--- src/rtl/alarm_clock_ctrl_if.sv ---
// Signal bundle between the button/tick front end and the clock/alarm controller.
// Handshake: there is no valid/ready pair. Every input is either a one-clk
// strobe (tick_1hz, btn_*) or a level (alarm_en), sampled on the rising clk
// edge; the controller never back-pressures. Outputs are registered state or
// combinational functions of registered state.
interface alarm_clock_ctrl_if;
    logic        tick_1hz;
    logic        btn_c;
    logic        btn_r;
    logic        btn_l;
    logic        btn_u;
    logic        btn_d;
    logic        alarm_en;
    logic [15:0] disp_bcd;
    logic [4:0]  led;
    logic        ring;
    logic        dp;
    logic [2:0]  state;   // mode FSM state, exposed for observation

    modport master (
        output tick_1hz, btn_c, btn_r, btn_l, btn_u, btn_d, alarm_en,
        input  disp_bcd, led, ring, dp, state
    );

    modport slave (
        input  tick_1hz, btn_c, btn_r, btn_l, btn_u, btn_d, alarm_en,
        output disp_bcd, led, ring, dp, state
    );
endinterface

--- src/rtl/alarm_clock_ctrl.sv ---
// Clock/alarm controller: hh:mm:ss timekeeping, hh:mm alarm, adjust-mode FSM
// and ring generation, all advanced by single-cycle strobes on one clock.
module alarm_clock_ctrl #(
    parameter int HOURS_MOD     = 24,
    parameter int RING_SECS     = 60,
    parameter int ALARM_RST_HR  = 7,
    parameter int ALARM_RST_MIN = 0
) (
    input logic               clk,
    input logic               reset,
    alarm_clock_ctrl_if.slave bus
);
    typedef enum logic [2:0] {
        CLOCK  = 3'd0,
        ADJ_CH = 3'd1,
        ADJ_CM = 3'd2,
        ADJ_AH = 3'd3,
        ADJ_AM = 3'd4
    } state_t;

    localparam logic [4:0] HR_MAX  = 5'(HOURS_MOD - 1);
    localparam logic [5:0] MIN_MAX = 6'd59;

    state_t      state, state_next;
    logic [5:0]  sec, sec_next, min, min_next, a_min, a_min_next;
    logic [4:0]  hr, hr_next, a_hr, a_hr_next;
    logic        ring, ring_next, dp, dp_next;
    logic [7:0]  ring_cnt, ring_cnt_next;

    // Only the highest-priority button acts: c > r > l > u > d.
    logic any_btn, act_c, act_r, act_l, act_u, act_d;
    assign any_btn = bus.btn_c | bus.btn_r | bus.btn_l | bus.btn_u | bus.btn_d;
    assign act_c   = bus.btn_c;
    assign act_r   = bus.btn_r & ~bus.btn_c;
    assign act_l   = bus.btn_l & ~bus.btn_r & ~bus.btn_c;
    assign act_u   = bus.btn_u & ~bus.btn_l & ~bus.btn_r & ~bus.btn_c;
    assign act_d   = bus.btn_d & ~bus.btn_u & ~bus.btn_l & ~bus.btn_r & ~bus.btn_c;

    function automatic logic [4:0] step_hr(input logic [4:0] v, input logic up);
        if (up) return (v == HR_MAX) ? 5'd0 : v + 5'd1;
        else    return (v == 5'd0) ? HR_MAX : v - 5'd1;
    endfunction

    function automatic logic [5:0] step_min(input logic [5:0] v, input logic up);
        if (up) return (v == MIN_MAX) ? 6'd0 : v + 6'd1;
        else    return (v == 6'd0) ? MIN_MAX : v - 6'd1;
    endfunction

    function automatic logic [7:0] to_bcd(input logic [5:0] v);
        return {4'(v / 6'd10), 4'(v % 6'd10)};
    endfunction

    // State register and all datapath registers.
    always_ff @(posedge clk or posedge reset) begin
        if (reset) begin
            state    <= CLOCK;
            sec      <= 6'd0;
            min      <= 6'd0;
            hr       <= 5'd0;
            a_min    <= 6'(ALARM_RST_MIN);
            a_hr     <= 5'(ALARM_RST_HR);
            ring     <= 1'b0;
            ring_cnt <= 8'd0;
            dp       <= 1'b1;
        end else begin
            state    <= state_next;
            sec      <= sec_next;
            min      <= min_next;
            hr       <= hr_next;
            a_min    <= a_min_next;
            a_hr     <= a_hr_next;
            ring     <= ring_next;
            ring_cnt <= ring_cnt_next;
            dp       <= dp_next;
        end
    end

    // Next-state, timekeeping, adjust and ring logic.
    always_comb begin
        state_next    = state;
        sec_next      = sec;
        min_next      = min;
        hr_next       = hr;
        a_min_next    = a_min;
        a_hr_next     = a_hr;
        ring_next     = ring;
        ring_cnt_next = ring_cnt;
        dp_next       = dp;

        case (state)
            CLOCK: begin
                if (bus.tick_1hz) begin
                    dp_next = ~dp;
                    if (sec == MIN_MAX) begin
                        sec_next = 6'd0;
                        if (min == MIN_MAX) begin
                            min_next = 6'd0;
                            hr_next  = step_hr(hr, 1'b1);
                        end else begin
                            min_next = min + 6'd1;
                        end
                    end else begin
                        sec_next = sec + 6'd1;
                    end
                end
                // While ringing, a button only silences the alarm.
                if (ring) begin
                    if (any_btn || !bus.alarm_en) begin
                        ring_next = 1'b0;
                    end else if (bus.tick_1hz) begin
                        ring_cnt_next = ring_cnt - 8'd1;
                        if (ring_cnt == 8'd1) ring_next = 1'b0;
                    end
                end else if (act_c) begin
                    state_next = ADJ_CM;
                end
                // A fresh match overrides any clear in the same cycle.
                if (bus.tick_1hz && bus.alarm_en && sec_next == 6'd0 &&
                    min_next == a_min && hr_next == a_hr) begin
                    ring_next     = 1'b1;
                    ring_cnt_next = 8'(RING_SECS);
                end
            end
            ADJ_CH, ADJ_CM, ADJ_AH, ADJ_AM: begin
                if (act_c) begin
                    state_next = CLOCK;
                end else if (act_r) begin
                    case (state)
                        ADJ_CH:  state_next = ADJ_CM;
                        ADJ_CM:  state_next = ADJ_AH;
                        ADJ_AH:  state_next = ADJ_AM;
                        default: state_next = ADJ_CH;
                    endcase
                end else if (act_l) begin
                    case (state)
                        ADJ_CH:  state_next = ADJ_AM;
                        ADJ_CM:  state_next = ADJ_CH;
                        ADJ_AH:  state_next = ADJ_CM;
                        default: state_next = ADJ_AH;
                    endcase
                end else if (act_u || act_d) begin
                    case (state)
                        ADJ_CH: hr_next = step_hr(hr, act_u);
                        ADJ_CM: begin
                            min_next = step_min(min, act_u);
                            sec_next = 6'd0;
                        end
                        ADJ_AH:  a_hr_next  = step_hr(a_hr, act_u);
                        default: a_min_next = step_min(a_min, act_u);
                    endcase
                end
            end
            default: state_next = CLOCK;
        endcase

        // Ring only exists in CLOCK; the blink dot is held off while adjusting.
        if (state_next != CLOCK) begin
            ring_next     = 1'b0;
            ring_cnt_next = 8'd0;
            dp_next       = 1'b1;
        end
    end

    // Display source select and mode LEDs.
    logic        show_alarm;
    logic [4:0]  shown_hr;
    logic [5:0]  shown_min;
    assign show_alarm = (state == ADJ_AH) || (state == ADJ_AM);
    assign shown_hr   = show_alarm ? a_hr : hr;
    assign shown_min  = show_alarm ? a_min : min;

    // Mode indicator decode.
    always_comb begin
        bus.led = 5'b00000;
        case (state)
            ADJ_CH:  bus.led = 5'b00101;
            ADJ_CM:  bus.led = 5'b00011;
            ADJ_AH:  bus.led = 5'b10001;
            ADJ_AM:  bus.led = 5'b01001;
            default: bus.led = 5'b00000;
        endcase
    end

    assign bus.disp_bcd = {to_bcd({1'b0, shown_hr}), to_bcd(shown_min)};
    assign bus.ring     = ring;
    assign bus.dp       = dp;
    assign bus.state    = state;
endmodule

--- src/flat_wrapper.sv ---
// flat-port wrapper written by rule: the top's interface ports become plain ports
module alarm_clock_ctrl_flat 
#(
    parameter int HOURS_MOD     = 24,
    parameter int RING_SECS     = 60,
    parameter int ALARM_RST_HR  = 7,
    parameter int ALARM_RST_MIN = 0
)
  (clk, reset, bus_tick_1hz, bus_btn_c, bus_btn_r, bus_btn_l, bus_btn_u, bus_btn_d, bus_alarm_en, bus_disp_bcd, bus_led, bus_ring, bus_dp, bus_state);
  alarm_clock_ctrl_if bus_i ();
  input logic clk;
  input logic reset;
  input wire logic [$bits(bus_i.tick_1hz)-1:0] bus_tick_1hz;
  input wire logic [$bits(bus_i.btn_c)-1:0] bus_btn_c;
  input wire logic [$bits(bus_i.btn_r)-1:0] bus_btn_r;
  input wire logic [$bits(bus_i.btn_l)-1:0] bus_btn_l;
  input wire logic [$bits(bus_i.btn_u)-1:0] bus_btn_u;
  input wire logic [$bits(bus_i.btn_d)-1:0] bus_btn_d;
  input wire logic [$bits(bus_i.alarm_en)-1:0] bus_alarm_en;
  output wire logic [$bits(bus_i.disp_bcd)-1:0] bus_disp_bcd;
  output wire logic [$bits(bus_i.led)-1:0] bus_led;
  output wire logic [$bits(bus_i.ring)-1:0] bus_ring;
  output wire logic [$bits(bus_i.dp)-1:0] bus_dp;
  output wire logic [$bits(bus_i.state)-1:0] bus_state;
  assign bus_i.tick_1hz = bus_tick_1hz;
  assign bus_i.btn_c = bus_btn_c;
  assign bus_i.btn_r = bus_btn_r;
  assign bus_i.btn_l = bus_btn_l;
  assign bus_i.btn_u = bus_btn_u;
  assign bus_i.btn_d = bus_btn_d;
  assign bus_i.alarm_en = bus_alarm_en;
  assign bus_disp_bcd = bus_i.disp_bcd;
  assign bus_led = bus_i.led;
  assign bus_ring = bus_i.ring;
  assign bus_dp = bus_i.dp;
  assign bus_state = bus_i.state;
  alarm_clock_ctrl #(.HOURS_MOD(HOURS_MOD), .RING_SECS(RING_SECS), .ALARM_RST_HR(ALARM_RST_HR), .ALARM_RST_MIN(ALARM_RST_MIN)) u_core (.clk(clk), .reset(reset), .bus(bus_i));
endmodule
--- config.mk ---
export PLATFORM = sky130hd
export DESIGN_NAME = alarm_clock_ctrl_flat
export DESIGN_NICKNAME = d
export VERILOG_FILES = /design/src/rtl/alarm_clock_ctrl_if.sv /design/src/rtl/alarm_clock_ctrl.sv /design/src/flat_wrapper.sv
export SDC_FILE = /design/constraint.sdc
export NUM_CORES = 1
export LEC_CHECK = 0
export BUFFER_PORTS_ARGS = -buffer_cell sky130_fd_sc_hd__buf_2
export CAP_MARGIN = 20
export CORE_MARGIN = 1
export CORE_UTILIZATION = 44
export CTS_CLUSTER_DIAMETER = 120
export CTS_CLUSTER_SIZE = 20
export DETAILED_ROUTE_END_ITERATION = 16
export GPL_ROUTABILITY_DRIVEN = 1
export GPL_TIMING_DRIVEN = 0
export PLACE_DENSITY = 0.64
export RECOVER_POWER = 100
export SYNTH_ARGS = -nofsm -noshare
export SYNTH_HDL_FRONTEND = slang
export SYNTH_SLANG_ARGS = --single-unit
--- constraint.sdc ---
create_clock -name clk -period 7.6 [get_ports clk]
set_input_delay 1.52 -clock clk [delete_from_list [all_inputs] [get_ports clk]]
set_output_delay 1.52 -clock clk [all_outputs]
set_load 0.01 [all_outputs]
==> flow_summary.yaml <==
run_status:
  status: "complete, but fails checks"
  failed_checks: "capacitance limit, slew limit"
route:
  route.detailed.drc: 0
  routedWlPerCell_um: 16.4
  drtIter0Drc: 288
  via_per_inst: 6.06
  num_vias: 4502
  dr.pass1.iters: 5
  ant_nets: 0
  wirelength_mm: 12.2
place:
  hpwl_mm: 9.02
  place.gp.congestion: 0.905
  portBuffers: 31
power:
  p_sw_share_pct: 51.6
  powerDensity_mw_per_mm2: 380
  combPwrFrac_pct: 68.4
  net-switching-power_uw: 906
  pwr-share-seq_pct: 19.2
  leakage_uw: 0.00192
  internal-power_uw: 849
  pwr-share-clk_pct: 12.4
  vdd.ir_drop.worst_mv: 0.225
clock_tree:
  path_clk_slew_ns: 0.10
  clk_latency_ns: 0.31
  cts_max_level: 2
  clock-sinks: 41
  tritoncts: "done"
  cts-root-buf: "clkbuf_8"
  cts_buffers: 5
  hold_buffers: 0
  cts_setup_buffers: 0
  cts-resized-gates: 0
  cts.path.max_buffers: 2
hold_path:
  hold-path-endpoint: "u_core.sec[1]"
  whs_path_depth: 1
  worstHoldStart: "u_core.sec[1]"
  hp-class: "flip-flop to flip-flop"
cells_and_area:
  nNetsFinal: 640
  layout_commonest_cell: "nand2_1"
  register_area_mm2: 0.00103
  fillCellCount: 921
  final_cell_mix: "nand2_1 (75), o21ai_0 (60), clkbuf_1 (49)"
  antennaDiodeCount: 0
  multi_input_area_mm2: 0.00287
  area_delta_synth_final_pct: 9.69
  drive_above_1_share_pct: 7.17
synth:
  synth.distinct_cells: 72
  synth-edff-count: 0
  ys.flop_type: "dfrtp_1"
  ys_ff_latch: 41
  netlist_area_mm2: 0.00421
  syn_area_per_cell_um2: 7.36
  syn_inst: 572
  synth_seq_area_share_pct: 24.5
  ys_warn_count: 0
  async_reset_ff_share_pct: 100
  synthTopCellsByArea: "dfrtp_1 (22%), o21ai_0 (6.9%), nand2_1 (6.7%)"
  synth_top_cell_by_area: "dfrtp_1"
  synth_top_area_share_pct: 22.0
setup_path:
  critPathRequiredTime_ns: 6.08
  path_class: "flip-flop to primary output"
  cp-end-kind: "primary output"
  arrival_ns: 4.56
  rrSetupSlack_ns: 4.03
  path_max_fanout: 10
  cp-start-kind: "flip-flop"
  r2r_end: "u_core.min[4]"
  rr_worst_depth: 9
  r2r_start: "u_core.bus.state[0]"
global_route:
  grt_usage_pct: 25.0
  grt_first_pass_wirelength_mm: 20.0
  grt_max_degree: 30
  grt_pass1_vias: 4013
  grt_overflow: 0
  antenna_found_initial: 0
floorplanning:
  num_rows: 35
  start_util_pct: 45.5
  die_w_um: 99.8
  die_area_mm2: 0.00996
  num_io_pins: 35
  placeableCoreArea_mm2: 0.00924
  die_h_um: 99.8
sta:
  max_slew_margin_pct: -16.1
  rsz0062_at_grt: "no"
  fmax_ghz: 0.165
  period_needed_ns: 6.08
  drv_slew: 30
  finalHoldViolCount: 0
  post-route-period-util_pct: 80.0
  tightest_slew_ns: 1.74
  setup_viol: 0
  tns_ns: 0
  finClkSkew_ns: 0.0141
  whs_ns: 0.544
run:
  maxCapViolations: 1
layer usage:
layer	part of all wire (%)	track usage, %
met1	46	34.5
met2	46	40.7
met3	6.5	2.86
met4	1.9	8.26
met5	0	0
Yosys cell counts (11+ instances only):
cell      number
o21ai_0       58
xnor2_1       13
nand3_1       15
dfrtp_1       37
ha_1          18
nor3_1        20
nand2_1       75
inv_1         31
a31oi_1       13
nor2_1        45
a21oi_1       41
o22ai_1       11
clkbuf_1      27
worst max-delay path, cell delays in order (launching register included):
cell      delay [ns]
dfrtp_1         0.45
or3b_1          0.46
nand2_1         0.24
clkbuf_1        0.45
mux2_1          0.50
inv_1           0.21
ha_1            0.32
inv_1           0.12
o21ai_0         0.08
a32o_1          0.31
a221oi_1        0.61
nand2b_1        0.15
o22ai_1         0.16
clkbuf_1        0.18
cell type report:
| cell class | count | area share (%) |
|---|---|---|
| buffer | 40 | 3.61 |
| clock buffer | 5 | 1.49 |
| clock inverter | 3 | 1.41 |
| inverter | 31 | 2.52 |
| multi-input combinational | 462 | 62.2 |
| sequential | 41 | 22.3 |
| tap | 129 | 3.50 |
| timing repair buffer | 32 | 2.98 |
state kept, by name (all words and copies together) (netlist names):
name and count:
u_core.ring_cnt 8, u_core.a_min 6, u_core.min 6, u_core.sec 6, u_core.a_hr 5, u_core.hr 5, u_core.bus.state 3, u_core.bus.dp 1
u_core.bus.ring 1
cell families (layout without fill, tap and decap cells):
family / Yosys count / in the layout / synth area share, %
AND/OR/NAND/NOR: 211 / 211 / 24.9
AO/OA/AOI/OAI: 197 / 197 / 30.5
buffers and inverters: 71 / 111 / 6.90
flip-flops: 41 / 41 / 24.5
adder cells (fa/ha/maj): 18 / 18 / 5.35
XOR/XNOR: 18 / 18 / 3.75
multiplexers: 15 / 15 / 4.01
other: 1 / 3 / 0.0891
stage by stage:
stage	power, uW	area (um^2)	utilization (%)	setup WS (ns)	std cells
2_1_floorplan	1230	4220	-	2.87	574
3_3_place_gp	1530	4530	49.0	2.43	734
3_5_place_dp	1550	4550	49.3	2.34	735
4_1_cts	1780	4690	50.7	1.96	743
5_1_grt	1910	4620	50.0	1.15	743
6_report	1760	4620	50.0	1.52	743
how the worst max path moves through the flow:
stage	endpoint	cells after the start	from
3_5_place_dp	bus_disp_bcd[4]	13	u_core.bus.state[1]
5_1_grt	bus_disp_bcd[2]	14	u_core.bus.state[2]
3_3_place_gp	bus_disp_bcd[4]	13	u_core.bus.state[0]
4_1_cts	bus_disp_bcd[4]	13	u_core.bus.state[1]
2_1_floorplan	bus_disp_bcd[4]	12	u_core.bus.state[0]
6_report	bus_disp_bcd[2]	13	u_core.bus.state[1]
power by group through the flow:
stage	Sequential, uW	Clock (uW)	Combinational, uW
final	337	218	1200
after global routing	345	228	1340
after CTS	335	222	1220
after detailed placement	339	0	1210
after global placement	336	0	1190
after floorplan	322	0	904
No activity file was read; power rests on OpenSTA's default activity.
